**config.mk**
```make
export PLATFORM = sky130hd
export DESIGN_NAME = fb_port_arbiter
export DESIGN_NICKNAME = d
export VERILOG_FILES = /design/src/rtl/fb_arb_pkg.sv /design/src/rtl/fb_arb_rd_pipe.sv /design/src/rtl/fb_port_arbiter.sv
export SDC_FILE = /design/constraint.sdc
export NUM_CORES = 1
export LEC_CHECK = 0
export CORE_MARGIN = 3
export CORE_UTILIZATION = 43
export CTS_BUF_LIST = sky130_fd_sc_hd__clkbuf_4
export CTS_CLUSTER_SIZE = 12
export DETAILED_ROUTE_END_ITERATION = 6
export GPL_TIMING_DRIVEN = 0
export MAX_ROUTING_LAYER = met4
export PLACE_DENSITY = 0.81
export SYNTH_ARGS = -nofsm -noshare
export SYNTH_HDL_FRONTEND = slang
export SYNTH_SLANG_ARGS = --single-unit
```
**constraint.sdc**
```tcl
create_clock -name clock_pixel -period 2.1 [get_ports clock_pixel]
set_input_delay 0.525 -clock clock_pixel [delete_from_list [all_inputs] [get_ports clock_pixel]]
set_output_delay 0.525 -clock clock_pixel [all_outputs]
set_load 0.01 [all_outputs]
```
**src/rtl/fb_arb_pkg.sv**
```systemverilog
// Shared definitions for the frame-buffer port arbiter.
// Contents: FSM state encoding, default parameter values and a
// compile-time clog2 used to size the beat and wait counters.
package fb_arb_pkg;

  typedef enum logic {
    ST_IDLE  = 1'b0,
    ST_BURST = 1'b1
  } state_e;

  localparam int unsigned AW_DEF            = 16;
  localparam int unsigned DW_DEF            = 24;
  localparam int unsigned BURST_DEF         = 16;
  localparam int unsigned MEM_LAT_DEF       = 2;
  localparam int unsigned HOST_MAX_WAIT_DEF = 64;

  // Ceiling log2, never below 1 so a counter always has at least one bit.
  function automatic int unsigned clog2(input int unsigned v);
    int unsigned r;
    r = 0;
    for (int unsigned i = 0; i < 32; i++) begin
      if ((64'd1 << i) < 64'(v)) r = i + 1;
    end
    return (r == 0) ? 1 : r;
  endfunction

endpackage

```
**src/rtl/fb_arb_rd_pipe.sv**
```systemverilog
// Read-valid delay line: tracks issued reads through the memory latency.
// Ports:
//   clock_pixel, reset_n : clock, asynchronous active-low clear
//   rd_issue             : a read is on the memory bus this cycle
//   rd_valid             : read data for an issue DEPTH cycles ago is valid
module fb_arb_rd_pipe #(
  parameter int unsigned DEPTH = 2
) (
  input  logic clock_pixel,
  input  logic reset_n,
  input  logic rd_issue,
  output logic rd_valid
);

  logic [DEPTH-1:0] sr_q;

  generate
    if (DEPTH == 1) begin : g_one
      always_ff @(posedge clock_pixel or negedge reset_n) begin
        if (!reset_n) sr_q <= '0;
        else          sr_q <= rd_issue;
      end
    end else begin : g_many
      always_ff @(posedge clock_pixel or negedge reset_n) begin
        if (!reset_n) sr_q <= '0;
        else          sr_q <= {sr_q[DEPTH-2:0], rd_issue};
      end
    end
  endgenerate

  assign rd_valid = sr_q[DEPTH-1];

endmodule

```
**src/rtl/fb_port_arbiter.sv**
```systemverilog
// Single-port frame-buffer arbiter: scanout read bursts (priority) versus
// single-word host writes, all in the clock_pixel domain.
// Ports:
//   clock_pixel, reset_n          : clock, asynchronous active-low reset
//   sc_req/sc_addr/sc_grant       : scanout burst request, base, grant pulse
//   sc_rdata/sc_rvalid            : scanout read data (mem_rdata) and valid
//   hw_req/hw_addr/hw_wdata/hw_ack: host write request and accept pulse
//   mem_en/mem_we/mem_addr/mem_wdata/mem_rdata : memory port
//   busy                          : a burst is in progress
// Optional: define FB_ARB_STARVE_EN to let a host that has waited
// HOST_MAX_WAIT cycles win one decision over scanout.
module fb_port_arbiter
  import fb_arb_pkg::*;
#(
  parameter int unsigned AW            = AW_DEF,
  parameter int unsigned DW            = DW_DEF,
  parameter int unsigned BURST         = BURST_DEF,
  parameter int unsigned MEM_LAT       = MEM_LAT_DEF,
  parameter int unsigned HOST_MAX_WAIT = HOST_MAX_WAIT_DEF
) (
  input  logic          clock_pixel,
  input  logic          reset_n,
  input  logic          sc_req,
  input  logic [AW-1:0] sc_addr,
  output logic          sc_grant,
  output logic [DW-1:0] sc_rdata,
  output logic          sc_rvalid,
  input  logic          hw_req,
  input  logic [AW-1:0] hw_addr,
  input  logic [DW-1:0] hw_wdata,
  output logic          hw_ack,
  output logic          mem_en,
  output logic          mem_we,
  output logic [AW-1:0] mem_addr,
  output logic [DW-1:0] mem_wdata,
  input  logic [DW-1:0] mem_rdata,
  output logic          busy
);

  localparam int unsigned    BW        = clog2(BURST);
  localparam logic [BW-1:0]  LAST_BEAT = BW'(BURST - 1);

  state_e        state_q, state_d;
  logic [BW-1:0] beat_q, beat_d;
  logic [AW-1:0] base_q, base_d;
  logic          mem_en_d, mem_we_d, sc_grant_d, hw_ack_d;
  logic [AW-1:0] mem_addr_d;
  logic [DW-1:0] mem_wdata_d;
  logic          decide, host_ok, host_force;

`ifdef FB_ARB_STARVE_EN
  localparam int unsigned WW = clog2(HOST_MAX_WAIT + 1);
  logic [WW-1:0] wait_q;

  // Saturating count of cycles the host has been kept waiting.
  always_ff @(posedge clock_pixel or negedge reset_n) begin
    if (!reset_n)                       wait_q <= '0;
    else if (hw_ack)                    wait_q <= '0;
    else if (hw_req && (wait_q != '1))  wait_q <= wait_q + WW'(1);
  end

  assign host_force = hw_req && !hw_ack && (32'(wait_q) >= HOST_MAX_WAIT);
`else
  assign host_force = 1'b0;
`endif

  // State and registered outputs.
  always_ff @(posedge clock_pixel or negedge reset_n) begin
    if (!reset_n) begin
      state_q   <= ST_IDLE;
      beat_q    <= '0;
      base_q    <= '0;
      mem_en    <= 1'b0;
      mem_we    <= 1'b0;
      mem_addr  <= '0;
      mem_wdata <= '0;
      sc_grant  <= 1'b0;
      hw_ack    <= 1'b0;
    end else begin
      state_q   <= state_d;
      beat_q    <= beat_d;
      base_q    <= base_d;
      mem_en    <= mem_en_d;
      mem_we    <= mem_we_d;
      mem_addr  <= mem_addr_d;
      mem_wdata <= mem_wdata_d;
      sc_grant  <= sc_grant_d;
      hw_ack    <= hw_ack_d;
    end
  end

  // Decision in IDLE and at the last beat; otherwise step the burst.
  always_comb begin
    state_d     = state_q;
    beat_d      = beat_q;
    base_d      = base_q;
    mem_en_d    = 1'b0;
    mem_we_d    = 1'b0;
    mem_addr_d  = mem_addr;
    mem_wdata_d = mem_wdata;
    sc_grant_d  = 1'b0;
    hw_ack_d    = 1'b0;
    decide      = (state_q == ST_IDLE) || (beat_q == LAST_BEAT);
    // hw_ack high means the host's previous word is on the bus right now.
    host_ok     = hw_req && !hw_ack;

    if (decide) begin
      beat_d = '0;
      if (sc_req && !host_force) begin
        state_d    = ST_BURST;
        base_d     = sc_addr;
        mem_en_d   = 1'b1;
        mem_addr_d = sc_addr;
        sc_grant_d = 1'b1;
      end else if (host_ok) begin
        state_d     = ST_IDLE;
        mem_en_d    = 1'b1;
        mem_we_d    = 1'b1;
        mem_addr_d  = hw_addr;
        mem_wdata_d = hw_wdata;
        hw_ack_d    = 1'b1;
      end else begin
        state_d = ST_IDLE;
      end
    end else begin
      beat_d     = beat_q + BW'(1);
      mem_en_d   = 1'b1;
      // Natural AW-bit wrap of the burst address.
      mem_addr_d = base_q + AW'(beat_q) + AW'(1);
    end
  end

  fb_arb_rd_pipe #(.DEPTH(MEM_LAT)) u_rd_pipe (
    .clock_pixel (clock_pixel),
    .reset_n     (reset_n),
    .rd_issue    (mem_en & ~mem_we),
    .rd_valid    (sc_rvalid)
  );

  assign sc_rdata = mem_rdata;
  assign busy     = (state_q == ST_BURST);

endmodule

```
==> flow_metrics.py, run 1 <==
metrics = {
    "logic_synthesis": {
        "yosysWarnings": 0,
        "syn_area_sq_mm": 0.00338,
        "synthFlopType": "dfrtp_1",
        "syn-num-nets": 378,
        "synth_top_area_share_pct": 48.8,
        "yosys.area.top_type": "dfrtp_1",
        "synth_cell_types": 40,
        "synthArstFlopShare_pct": 100,
        "yosysSeqAreaShare_pct": 48.8,
        "netlist_instances": 288,
        "synth_seq_cells": 66,
        "avgSynthCellArea_sq_um": 11.8,
        "ys_top_cells_by_area": "dfrtp_1, buf_4, mux2_1, mux2_2, mux2i_1",
        "synth-edff-count": 0,
    },
    "placed_design": {
        "dp_hpwl_mm": 6.42,
        "place_congestion": 0.770,
        "dpl.cell_count": 516,
        "port_buffers": 129,
    },
    "clock_network": {
        "hold_buffers": 0,
        "cts-root-buf": "clkbuf_4",
        "tritoncts": "done",
        "cts_num_sinks": 66,
        "cts.clk_slew.worst_paths_ns": 0.11,
        "cts_buffer_depth": 2,
        "worstSkewPairLatency_ns": 0.41,
        "h-tree-depth": 3,
        "cts-buffers-inserted": 9,
    },
    "sta": {
        "layout_min_cycle_time_ns": 2.00,
        "fmax_mhz": 500,
        "tightest_slew_ns": 0.805,
        "drv_slew": 0,
        "rsz0062_at_grt": "no",
        "finClkSkew_ns": 0.0127,
        "finalCritPeriodShare_pct": 95.2,
        "final-setup-viol-count": 0,
        "maxSlewHeadroom_pct": 46.4,
        "hold_violations": 0,
    },
    "layout": {
        "drive_above_1_share_pct": 21.2,
        "layout.cells.non_filler": 533,
        "final_util_pct": 66.3,
        "regArea_sq_mm": 0.00165,
        "synthToLayoutAreaGrowth_pct": 45.9,
        "layout_commonest_cell": "clkdlybuf4s50_1",
        "multiInputGateArea_sq_mm": 0.00146,
        "fillCellCount": 589,
        "fin_nets": 521,
        "antenna_cells": 0,
        "final_cell_mix": "clkdlybuf4s50_1, dfrtp_1, nand2_1",
    },
    "die": {
        "rows": 31,
        "initial_core_util_pct": 45.4,
        "die_h_um": 94.7,
        "coreArea_sq_mm": 0.00745,
        "fp.dieW_um": 94.7,
        "io_pins": 154,
        "die_area_sq_mm": 0.00897,
    },
    "global_routing": {
        "grtUsageTotal_pct": 19.8,
        "gr-total-overflow": 0,
        "grt_pass1_vias": 2772,
        "grt_pass1_wl_mm": 13.2,
        "grt_max_degree": 67,
        "grt_antenna_before_repair": 0,
    },
    "worst_setup_path": {
        "crit_type": "reg2out",
        "critical_path_depth": 2,
        "crit_start": "mem_we$_DFF_PN0_",
        "cp_max_fo": 4,
        "start_kind": "flop",
        "reg2reg_to": "mem_addr[14]$_DFFE_PN0P_",
        "path_cells": "buf_4, clkdlybuf4s50_1",
        "cpMaxStageDelayCell": "clkdlybuf4s50_1",
        "cp.arrival_ns": 1.47,
        "cp-endpoint": "mem_we",
        "reg2regPathDepth": 10,
        "reg2reg_slack_ns": 0.12,
        "crit_path_end_kind": "primary output",
        "r2r-start": "beat_q[0]$_DFF_PN0_",
        "worstPathRequired_ns": 1.57,
        "cpPeakStageDelay_ns": 0.52,
        "worst-path-buf-inv": 2,
        "crit_family": "buffers and inverters",
    },
    "route": {
        "drtAntennaViolNets": 0,
        "drc": 0,
        "first_pass_iters": 4,
        "wirelength_mm": 8.57,
        "vias": 2642,
        "drtIter0Drc": 119,
        "avgRoutedWirePerCell_um": 16.1,
        "viasPerCell": 4.96,
    },
    "hold_path": {
        "min_path_type": "in2async",
    },
    "power_and_ir_drop": {
        "power.density_mw_per_mm2": 1220,
        "power_leakage_uw": 0.00216,
        "ir_drop_mv": 0.643,
    },
    "status": {
        "status": "completed",
    },
    "job": {
        "max_cap_violations": 0,
    },
}
==> what timing repair did <==
action,4_1_cts,5_1_grt
setup buffers,2,1
cloned,0,0
resized for setup,1,6
endpoints found under the setup margin,5,4
pin swaps,1,5
==> sequential cells by signal, indices dropped and copies added, names as in the netlist <==
register        flops
u_rd_pipe.sr_q      2
mem_en              1
beat_q              4
busy                1
base_q             16
mem_addr           16
mem_we              1
sc_grant            1
mem_wdata          24
==> per-stage QoR <==
stage | area [sq um] | power (uW) | worst slack, ns | TNS, ns | hold WS [ns]
after global placement | 4800 | 5170 | -1.69 | -111.52 | 0.338
after CTS | 4910 | 6020 | 0.0708 | 0 | 0.213
after floorplan | 3380 | 3880 | 0.218 | 0 | 0.229
after global routing | 4940 | 6430 | 0.0151 | 0 | 0.241
final | 4940 | 6040 | 0.101 | 0 | 0.191
after detailed placement | 4800 | 5280 | -0.0832 | -0.113 | 0.338
==> worst min path at each step <==
stage / start / to / slack, ns / cells past startpoint
floorplan: reset_n / base_q[0]$_DFFE_PN0P_ / 0.23 / 0
global route: reset_n / mem_wdata[16]$_DFFE_PN0P_ / 0.24 / 1
global placement: u_rd_pipe.sr_q[0]$_DFF_PN0_ / u_rd_pipe.sr_q[1]$_DFF_PN0_ / 0.34 / 0
finish: reset_n / mem_wdata[16]$_DFFE_PN0P_ / 0.19 / 1
detailed placement: u_rd_pipe.sr_q[0]$_DFF_PN0_ / u_rd_pipe.sr_q[1]$_DFF_PN0_ / 0.34 / 0
CTS: reset_n / mem_wdata[16]$_DFFE_PN0P_ / 0.21 / 1
==> Yosys cell counts, types with 2 or more instances <==
master and count:
buf_4 26, inv_1 3, nor2_1 9, mux2i_1 15
o21ai_2 2, ha_1 5, xnor2_1 5, o21ai_0 24
mux2_1 17, nand2b_1 4, o2111ai_1 2, a21oi_2 2
dfrtp_1 66, mux2_2 17, mux2_4 7, a21oi_1 2
clkbuf_1 3, buf_6 6, buf_2 3, nand2_1 32
and2_1 2, and3_1 4, xor2_1 10, o211ai_2 2
o21ai_1 5
==> report_power, final <==
part | switching [uW] | leakage, uW | internal [uW]
logic | 1320 | 0.00130 | 1780
clock network | 427 | 0.0000586 | 218
registers | 411 | 0.000803 | 1880
total | 2160 | 0.00216 | 3880
==> per-layer routing <==
layer	up-vias	GRT usage [%]	wire (um)
li1	1250	-	-
met1	1291	24.1	3480
met2	87	32.4	4490
met3	14	3.43	413
met4	0	8.77	179
met5	-	-	0
==> cell families (layout without fill, tap and decap cells) <==
| group | count (synthesis) | after routing | share of synthesized area [%] |
|---|---|---|---|
| fa+ha+maj | 6 | 6 | 2.44 |
| simple gates | 62 | 62 | 9.57 |
| xor+xnor | 15 | 15 | 3.88 |
| buf+inv | 41 | 187 | 8.87 |
| compound gates | 42 | 42 | 7.58 |
| flops | 66 | 66 | 48.8 |
| mux | 56 | 56 | 18.9 |
==> final cells by class <==
type,instances,share of cell area (%)
Sequential cell,66,33.5
Clock inverter,5,0.481
Tap cell,99,2.51
Buffer,38,5.85
Multi-Input combinational cell,181,29.5
Inverter,3,0.228
Clock buffer,9,1.37
Timing Repair Buffer,132,26.6
Note: power is estimated with default switching activity, not from simulation.
==> run 2: changes to the inputs <==
--- a/config.mk
+++ b/config.mk
@@ -10,9 +10,10 @@
 export CTS_BUF_LIST = sky130_fd_sc_hd__clkbuf_4
 export CTS_CLUSTER_SIZE = 12
 export DETAILED_ROUTE_END_ITERATION = 6
-export GPL_TIMING_DRIVEN = 0
+export GPL_TIMING_DRIVEN = 1
 export MAX_ROUTING_LAYER = met4
 export PLACE_DENSITY = 0.81
+export SLEW_MARGIN = 20
 export SYNTH_ARGS = -nofsm -noshare
 export SYNTH_HDL_FRONTEND = slang
 export SYNTH_SLANG_ARGS = --single-unit
==> constraint.sdc (replaced) <==
create_clock -name clock_pixel -period 2.2 [get_ports clock_pixel]
set_input_delay 0.55 -clock clock_pixel [delete_from_list [all_inputs] [get_ports clock_pixel]]
set_output_delay 0.55 -clock clock_pixel [all_outputs]
set_load 0.01 [all_outputs]
==> run 2 against run 1 <==
Net effect: first-iteration DRC count fell by 24%; setup slack improved by 0.063 ns; sequential power fell by 5%; worst hold slack improved by 0.17 ns; flip-flop and latch count did not move; wire length fell by 8.3%; global-route usage fell by 1.3 points; clock power rose by 45%.
==> flow_metrics.py, run 2 (synthesis results as in run 1) <==
metrics = {
    "die": {
        "coreArea_sq_mm": 0.00745,
        "fp.dieW_um": 94.7,
        "initial_core_util_pct": 45.4,
        "die_h_um": 94.7,
        "die_area_sq_mm": 0.00897,
        "rows": 31,
        "io_pins": 154,
    },
    "worst_setup_path": {
        "reg2regPathDepth": 9,
        "start_kind": "flop",
        "cp_max_fo": 6,
        "cpPeakStageDelay_ns": 0.44,
        "cp.arrival_ns": 2.34,
        "crit_start": "beat_q[0]$_DFF_PN0_",
        "crit_family": "compound AO/OA/AOI/OAI gates",
        "crit_path_end_kind": "flop",
        "crit_type": "reg2reg",
        "worstPathRequired_ns": 2.50,
        "path_cells": "inv_1, ha_1, inv_1, fa_2, a21o_1, a21oi_4, buf_4, xor2_1, o21ai_0",
        "worst-path-buf-inv": 3,
        "crit_top_cell": "inv_1",
        "reg2reg_to": "mem_addr[4]$_DFFE_PN0P_",
        "r2r-start": "beat_q[0]$_DFF_PN0_",
        "reg2reg_slack_ns": 0.16,
        "cpMaxStageDelayCell": "dfrtp_1",
    },
    "global_routing": {
        "grtUsageTotal_pct": 18.5,
        "grt_pass1_vias": 2465,
        "grt_pass1_wl_mm": 12.4,
        "grt_max_degree": 28,
        "gr-total-overflow": 0,
        "grt_antenna_before_repair": 0,
    },
    "power_and_ir_drop": {
        "p_int_uw": 3860,
        "p_sw_share_pct": 34.4,
        "clkPwrFrac_pct": 15.9,
        "pwr-share-seq_pct": 37.0,
        "power.density_mw_per_mm2": 1280,
        "ir_drop_mv": 0.553,
        "power_leakage_uw": 0.00198,
        "total_power_uw": 5880,
        "power_switching_uw": 2020,
        "combPwrFrac_pct": 47.0,
    },
    "route": {
        "drtAntennaViolNets": 0,
        "wirelength_mm": 7.85,
        "drc": 0,
        "first_pass_iters": 4,
        "viasPerCell": 4.96,
        "vias": 2384,
        "avgRoutedWirePerCell_um": 16.3,
        "drtIter0Drc": 91,
    },
    "placed_design": {
        "place_congestion": 0.733,
        "dpl_worst_slack_ns": -0.0172,
        "placed_area_sq_mm": 0.00440,
        "port_buffers": 105,
        "dp_hpwl_mm": 5.80,
    },
    "hold_path": {
        "min_to": "u_rd_pipe.sr_q[1]$_DFF_PN0_",
        "hold_depth": 0,
        "worstHoldStart": "u_rd_pipe.sr_q[0]$_DFF_PN0_",
        "min_path_type": "reg2reg",
    },
    "layout": {
        "largest_reg_flops": 24,
        "final_util_pct": 61.6,
        "top_register": "mem_wdata",
        "reg_top3": "mem_wdata (24), base_q (16), mem_addr (16)",
        "final_cell_mix": "clkdlybuf4s50_1, dfrtp_1, nand2_1",
        "layout_commonest_cell": "clkdlybuf4s50_1",
        "fillCellCount": 603,
        "fin_nets": 467,
        "stdcell_area_sq_mm": 0.00459,
        "drive_above_1_share_pct": 16.8,
        "synthToLayoutAreaGrowth_pct": 35.6,
        "antenna_cells": 0,
    },
    "sta": {
        "layout_min_cycle_time_ns": 2.04,
        "drv_slew": 0,
        "finClkSkew_ns": 0.0137,
        "final.setup.worst_slack_ns": 0.164,
        "finalCritPeriodShare_pct": 92.6,
        "tightest_slew_ns": 0.409,
        "rsz0062_at_grt": "no",
        "fin_hold_ws_ns": 0.363,
        "hold_violations": 0,
        "fmax_mhz": 491,
        "maxSlewHeadroom_pct": 72.4,
        "final-setup-viol-count": 0,
    },
    "job": {
        "max_cap_violations": 0,
    },
    "clock_network": {
        "worstSkewPairLatency_ns": 0.42,
        "tritoncts": "done",
        "cts-buffers-inserted": 9,
        "cts_num_sinks": 66,
        "cts.clk_slew.worst_paths_ns": 0.11,
        "cts_buffer_depth": 2,
        "h-tree-depth": 3,
        "cts-root-buf": "clkbuf_4",
    },
    "status": {
        "status": "completed",
    },
}
==> run 2: cell count changes in the layout (fill, tap and decap cells not counted), moves of 3 or more <==
cell | previous run | this run
buf_4 | 29 | 5
clkdlybuf4s50_1 | 128 | 104
buf_6 | 7 | 0
buf_12 | 0 | 5
clkbuf_1 | 3 | 0
clkinv_2 | 4 | 1
clkinv_4 | 0 | 3
==> run 2: per-layer routing <==
layer	global-route usage (%)	routed length, um
met3	3.75	366
met2	30.1	4010
met5	-	0
met4	8.05	209
met1	22.4	3260
==> run 2: metrics by stage <==
| step | cells | TNS [ns] |
|---|---|---|
| 2_1_floorplan | 288 | 0 |
| 3_5_place_dp | 463 | -0.0172 |
| 4_1_cts | 480 | 0 |
| 3_3_place_gp | 463 | 0 |
| 6_report | 481 | 0 |
| 5_1_grt | 481 | 0 |
==> run 2: how the worst max path moves through the flow <==
stage / end / slack (ns) / cells after the start
finish: mem_addr[4]$_DFFE_PN0P_ / 0.16 / 9
global route: mem_addr[10]$_DFFE_PN0P_ / 0.03 / 9
CTS: mem_addr[8]$_DFFE_PN0P_ / 0.03 / 9
detailed placement: mem_addr[8]$_DFFE_PN0P_ / -0.02 / 9
global placement: mem_addr[8]$_DFFE_PN0P_ / 0.09 / 9
floorplan: mem_addr[14]$_DFFE_PN0P_ / 0.32 / 9
==> run 2: layout make-up <==
cell class / instances / area, sq um / area share, %
tap: 99 / 124 / 2.70
clock inverter: 6 / 91.3 / 1.99
clock buffer: 10 / 75.1 / 1.64
inverter: 3 / 11.3 / 0.245
timing repair buffer: 116 / 1190 / 26.0
multi-input combinational: 181 / 1440 / 31.4
sequential: 66 / 1650 / 36.0
==> run 2: timing repair <==
item	4_1_cts	5_1_grt
hold buffers	1	0
hold endpoints to repair	6	0
setup buffers	0	1
setup endpoints to repair	2	4
pin swaps	0	1
resized for setup	1	2
==> run 2: worst register-to-register path, cell delays in order, from the launching register on <==
cell,delay (ns)
dfrtp_1,0.44
inv_1,0.08
ha_1,0.16
inv_1,0.06
fa_2,0.37
a21o_1,0.23
a21oi_4,0.23
buf_4,0.16
xor2_1,0.13
o21ai_0,0.08
==> run 2: power by group through the flow <==
stage          combinational (uW)  sequential, uW  clock (uW)
2_1_floorplan                1370            2330           0
3_3_place_gp                 2630            2180           0
3_5_place_dp                 2720            2200           0
4_1_cts                      2770            2180         963
5_1_grt                      3020            2260        1010
6_report                     2760            2180         938
